===== src/rtl/eth_reset_sequencer.sv =====
// eth_reset_sequencer: synchronizes the board reset, then releases the
// ethernet stage resets in index order, waiting (with timeout) for each
// stage's acknowledge. A sampled-high soft_reset_i re-runs the sequence.
module eth_reset_sequencer #(
  parameter int num_stages_p  = 3,
  parameter int hold_cycles_p = 16,
  parameter int stage_gap_p   = 8,
  parameter int ack_timeout_p = 1024
) (
  input  logic                    clk_i,
  input  logic                    async_reset_i,
  input  logic                    soft_reset_i,
  input  logic [num_stages_p-1:0] stage_ack_i,
  output logic [num_stages_p-1:0] stage_reset_o,
  output logic                    busy_o,
  output logic                    done_o,
  output logic [num_stages_p-1:0] timeout_o
);

  localparam int max_hg_lp  = (hold_cycles_p > stage_gap_p) ? hold_cycles_p : stage_gap_p;
  localparam int max_cnt_lp = (max_hg_lp > ack_timeout_p) ? max_hg_lp : ack_timeout_p;
  localparam int cnt_w_lp   = $clog2(max_cnt_lp + 1);
  localparam int idx_w_lp   = (num_stages_p > 1) ? $clog2(num_stages_p) : 1;

  // Terminal counts; each phase stops at its terminal value, so no wrap.
  localparam logic [cnt_w_lp-1:0] hold_last_lp = cnt_w_lp'(hold_cycles_p - 1);
  localparam logic [cnt_w_lp-1:0] gap_last_lp  = cnt_w_lp'((stage_gap_p > 0) ? stage_gap_p - 1 : 0);
  localparam logic [cnt_w_lp-1:0] ack_last_lp  = cnt_w_lp'(ack_timeout_p - 1);
  localparam logic [idx_w_lp-1:0] idx_last_lp  = idx_w_lp'(num_stages_p - 1);

  localparam logic [1:0] st_hold     = 2'd0;
  localparam logic [1:0] st_wait_ack = 2'd1;
  localparam logic [1:0] st_gap      = 2'd2;
  localparam logic [1:0] st_done     = 2'd3;

  logic [1:0]              sync_q, sync_d;
  logic                    rst_sync;
  logic [1:0]              state_q, state_d;
  logic [cnt_w_lp-1:0]     cnt_q, cnt_d;
  logic [idx_w_lp-1:0]     idx_q, idx_d, idx_nx;
  logic [num_stages_p-1:0] stage_reset_q, stage_reset_d;
  logic [num_stages_p-1:0] timeout_q, timeout_d;
  logic                    busy_q, busy_d;
  logic                    done_q, done_d;
  logic                    advance;

  // Shift a 0 through the synchronizer; async set re-arms it at once.
  always_comb begin
    sync_d = {sync_q[0], 1'b0};
  end

  // Reset synchronizer: asserts asynchronously, releases on the 2nd edge.
  always_ff @(posedge clk_i or posedge async_reset_i) begin
    if (async_reset_i) sync_q <= 2'b11;
    else               sync_q <= sync_d;
  end

  assign rst_sync = sync_q[1];
  assign idx_nx   = idx_q + 1'b1;

  // Sequencer next-state: soft reset overrides everything, else walk stages.
  always_comb begin
    state_d       = state_q;
    cnt_d         = cnt_q;
    idx_d         = idx_q;
    stage_reset_d = stage_reset_q;
    timeout_d     = timeout_q;
    busy_d        = busy_q;
    done_d        = done_q;
    advance       = 1'b0;

    if (soft_reset_i) begin
      state_d       = st_hold;
      cnt_d         = '0;
      idx_d         = '0;
      stage_reset_d = '1;
      timeout_d     = '0;
      busy_d        = 1'b1;
      done_d        = 1'b0;
    end else begin
      case (state_q)
        st_hold: begin
          if (cnt_q == hold_last_lp) begin
            stage_reset_d[0] = 1'b0;
            state_d          = st_wait_ack;
            idx_d            = '0;
            cnt_d            = '0;
          end else begin
            cnt_d = cnt_q + 1'b1;
          end
        end
        st_wait_ack: begin
          // A late stage is flagged but does not stall the rest of the chain.
          if (stage_ack_i[idx_q]) begin
            advance = 1'b1;
          end else if (cnt_q == ack_last_lp) begin
            timeout_d[idx_q] = 1'b1;
            advance          = 1'b1;
          end else begin
            cnt_d = cnt_q + 1'b1;
          end
          if (advance) begin
            cnt_d = '0;
            if (idx_q == idx_last_lp) begin
              state_d = st_done;
              busy_d  = 1'b0;
              done_d  = 1'b1;
            end else if (stage_gap_p == 0) begin
              // No gap: next stage releases on the same edge the ack is taken.
              stage_reset_d[idx_nx] = 1'b0;
              idx_d                 = idx_nx;
              state_d               = st_wait_ack;
            end else begin
              state_d = st_gap;
            end
          end
        end
        st_gap: begin
          if (cnt_q == gap_last_lp) begin
            stage_reset_d[idx_nx] = 1'b0;
            idx_d                 = idx_nx;
            cnt_d                 = '0;
            state_d               = st_wait_ack;
          end else begin
            cnt_d = cnt_q + 1'b1;
          end
        end
        default: begin
          // Done: acknowledges are ignored until a soft or board reset.
        end
      endcase
    end
  end

  // Sequencer state: async board reset, then held while the synchronizer is high.
  always_ff @(posedge clk_i or posedge async_reset_i) begin
    if (async_reset_i) begin
      state_q       <= st_hold;
      cnt_q         <= '0;
      idx_q         <= '0;
      stage_reset_q <= '1;
      timeout_q     <= '0;
      busy_q        <= 1'b1;
      done_q        <= 1'b0;
    end else if (rst_sync) begin
      state_q       <= st_hold;
      cnt_q         <= '0;
      idx_q         <= '0;
      stage_reset_q <= '1;
      timeout_q     <= '0;
      busy_q        <= 1'b1;
      done_q        <= 1'b0;
    end else begin
      state_q       <= state_d;
      cnt_q         <= cnt_d;
      idx_q         <= idx_d;
      stage_reset_q <= stage_reset_d;
      timeout_q     <= timeout_d;
      busy_q        <= busy_d;
      done_q        <= done_d;
    end
  end

  assign stage_reset_o = stage_reset_q;
  assign timeout_o     = timeout_q;
  assign busy_o        = busy_q;
  assign done_o        = done_q;

endmodule


===== config.mk =====
export PLATFORM = sky130hd
export DESIGN_NAME = eth_reset_sequencer
export DESIGN_NICKNAME = d
export VERILOG_FILES = /design/src/rtl/eth_reset_sequencer.sv
export SDC_FILE = /design/constraint.sdc
export NUM_CORES = 1
export LEC_CHECK = 0
export ABC_AREA = 1
export ABC_CLOCK_PERIOD_IN_PS = 1700
export BUFFER_PORTS_ARGS = -buffer_cell sky130_fd_sc_hd__buf_2
export CAP_MARGIN = 20
export CORE_MARGIN = 5
export CORE_UTILIZATION = 59
export CTS_CLUSTER_DIAMETER = 200
export DETAILED_ROUTE_END_ITERATION = 10
export PLACE_DENSITY_LB_ADDON = 0.25
export SYNTH_ARGS = -nofsm -noshare
export SYNTH_HDL_FRONTEND = slang
export SYNTH_SLANG_ARGS = --single-unit

===== constraint.sdc =====
create_clock -name clk_i -period 1.7 [get_ports clk_i]
set_input_delay 0.255 -clock clk_i [delete_from_list [all_inputs] [get_ports clk_i]]
set_output_delay 0.255 -clock clk_i [all_outputs]
set_load 0.02 [all_outputs]

==> results.tsv <==
stage	metric	value	unit
sta	finalSetupViolations	0	
sta	rsz0062_at_grt	no	
critical_path	crit_required	1940	ps
critical_path	startpoint_type	register	
drt	wl_per_cell	11.8	um
floorplan	core-area	0.00278	mm^2
placement	portBuffers	13	
run_status	status	completed	
finish	nNetsFinal	269	
drt	ant_nets	0	
sta	final.setup_skew	2.81	ps
critical_path	path_cells	ha_4, nand2_1, nor2_4, nand3_2, nand3_2, nand3_2, buf_12, nand2_2, nand2_2	
pwr	p_int	0.000805	W
clock_tree	cts.clk_slew.worst_paths	140	ps
drt	drt_iter0_markers	57	
synth	syn_nets	247	
clock_tree	cts_tree	done	
synth	yosys.area.top_type	dfrtp_1	
critical_path	path_class	reg -> reg	
synth	ys_top_cells_by_area	dfrtp_1, nand2_1, dfstp_2	
grt	grt_pass1_wl	5980	um
synth	synth_edf_count	0	
critical_path	crit_family	simple AND/OR/NAND/NOR gates	
pwr	pwr-share-seq	0.549	
finish	stdcell_area	0.00190	mm^2
sta	holdWs	190	ps
placement	pre_cts_slack	112	ps
synth	yosysMostFrequentCell	nand2_1	
pwr	peakVddDrop	465	uV
critical_path	rr_worst_depth	9	
synth	yosys_register_bits	25	
floorplan	die_w	63.9	um
synth	netlist.area_leader.share	0.277	
synth	synth_flop_cell	dfrtp_1	
grt	groute.usage.overall	0.179	
grt	grt_max_degree	26	
grt	grt_overflow_total	0	
pwr	p_leak	1.00	nW
sta	hold_viol_final	0	
sta	setup_ws	160	ps
sta	slew_viol_final	0	
pwr	clockPowerShare	0.236	
finish	antenna_cells	0	
pwr	powerDensity	607	mW/mm^2
finish	area_growth	11.0	%
pwr	power_switching	0.000351	W
synth	synthesis.area	0.00172	mm^2
floorplan	num_rows	19	
placement	dp_hpwl	2570	um
clock_tree	cts_sinks	25	
flow_run	maxCapViolCount	0	
critical_path	cp_slowest_stage_delay	440	ps
pwr	p_sw_frac	0.304	
synth	syn_avg_cell_area	7.39	um^2
worst_hold_path	min_path_cells	3	
drt	drt-pass1-iter-count	5	
drt	drc	0	
clock_tree	cts_max_level	1	
critical_path	critPathMostFrequentCell	nand3_2	
synth	ys_top_cells_by_count	nand2_1, inv_1, nor2_1, dfrtp_1, nand3_1	
worst_hold_path	worstHoldPathType	in -> reg	
pwr	p_comb_frac	0.215	
finish	stdcell_count	284	
placement	gp_congestion	0.938	
sta	fmax	649	MHz
critical_path	critPathCaptureType	register	
synth	synth_seq_area_share	0.369	
critical_path	crit_cells	9	
critical_path	cp.arrival	1780	ps
sta	fin_setup_tns	0	ps
clock_tree	cts_root_buffer	clkbuf_4	
critical_path	crit_slowest_cell	dfrtp_1	
clock_tree	clockBufferDepth	2	
drt	vias	1448	
grt	grt_pass1_vias	1361	
clock_tree	insertion_delay	320	ps
clock_tree	numCtsBuffers	3	
critical_path	crit_buf_inv	1	
critical_path	crit_fanout	11	
floorplan	io_pins	14	
synth	synthCells	232	
drt	finalWirelength	3350	um
synth	ys_async_sr_fraction	1.00	
sta	period_needed	1540	ps
finish	drive_gt1_frac	0.273	
drt	viasPerCell	5.10	
placement	dp.cells	277	
grt	antenna_found_initial	0	
floorplan	initial_core_util	0.617	
floorplan	fp.dieH	63.9	um
floorplan	dieArea	0.00409	mm^2
sta	fin_crit_sh	0.906	
placement	place_area	0.00183	mm^2
synth	yosys_warnings	0	
synth	synth_cell_types	26	
-- worst reg2reg max path, stage by stage (launching register included) --
cell	delay (ps)
dfrtp_1	440
ha_4	180
nand2_1	100
nor2_4	160
nand3_2	120
nand3_2	90
nand3_2	90
buf_12	160
nand2_2	70
nand2_2	40
-- per-stage QoR --
step / power [W] / utilization
4_1_cts: 0.00116 / 0.673
2_1_floorplan: 0.000811 / -
3_3_place_gp: 0.000880 / 0.659
3_5_place_dp: 0.000883 / 0.659
5_1_grt: 0.00123 / 0.685
6_report: 0.00116 / 0.685
-- sequential cells by signal (all words and copies together) (netlist names) --
signal and count:
idx_q 2, done_o 1, state_q 2, stage_reset_o 3
busy_o 1, timeout_o 3, sync_q 2, cnt_q 11
-- cells by family after synthesis --
kind of cell | Yosys count | synth area share
compound gates | 8 | 0.0263
other cells | 1 | 0.00219
buf+inv | 36 | 0.0941
xor+xnor | 5 | 0.0255
flops | 25 | 0.369
fa+ha+maj | 9 | 0.0656
simple gates | 148 | 0.417
-- path summary, 6_finish.rpt --
kind,startpoint,end,slack [ps]
max reg2reg,cnt_q[1],cnt_q[9],160
min reg2reg,sync_q[0],sync_q[1],370
min,soft_reset_i,stage_reset_o[2],190
max in group asynchronous,async_reset_i,sync_q[1],920
max,cnt_q[1],cnt_q[9],160
min in group asynchronous,async_reset_i,cnt_q[2],490
-- layer usage --
layer	up-vias	global-route usage	wire [um]
met5	-	0	0
met4	0	0.0701	44
met3	4	0.0210	160
met2	38	0.288	1470
met1	654	0.246	1670
li1	752	-	-
-- power by group through the flow --
stage | clock [W] | combinational [W] | sequential, W
finish | 0.000272 | 0.000248 | 0.000634
global placement | 0 | 0.000237 | 0.000643
detailed placement | 0 | 0.000240 | 0.000643
CTS | 0.000283 | 0.000243 | 0.000632
floorplan | 0 | 0.000159 | 0.000652
global route | 0.000315 | 0.000276 | 0.000638
-- area by class of cell --
class                   instances  area (um^2)
clock buffers                   3         22.5
clock inverters                 1         5.00
fillers                       253          877
inverters                      31          119
multi-input cells             171          938
flip-flops and latches         25          633
well taps                      31         38.8
repair buffers                 22          148
-- layout by cell type (no fill, tap or decap), types with 3 or more instances in the layout --
| cell | count |
|---|---|
| a21oi_1 | 4 |
| buf_2 | 13 |
| buf_4 | 7 |
| clkbuf_4 | 3 |
| dfrtp_1 | 19 |
| dfstp_2 | 6 |
| ha_1 | 7 |
| inv_1 | 24 |
| inv_2 | 5 |
| nand2_1 | 73 |
| nand2_2 | 9 |
| nand3_1 | 18 |
| nand3_2 | 10 |
| nor2_1 | 22 |
| nor2_2 | 8 |
| nor2_4 | 3 |
| xor2_1 | 4 |
-- timing repair --
action,in CTS,in global routing
setup endpoints to repair,0,11
hold buffers,1,0
setup buffers,0,2
endpoints found under the hold margin,19,0
gates resized for setup,0,4
Power figures use the tool's default switching activity.
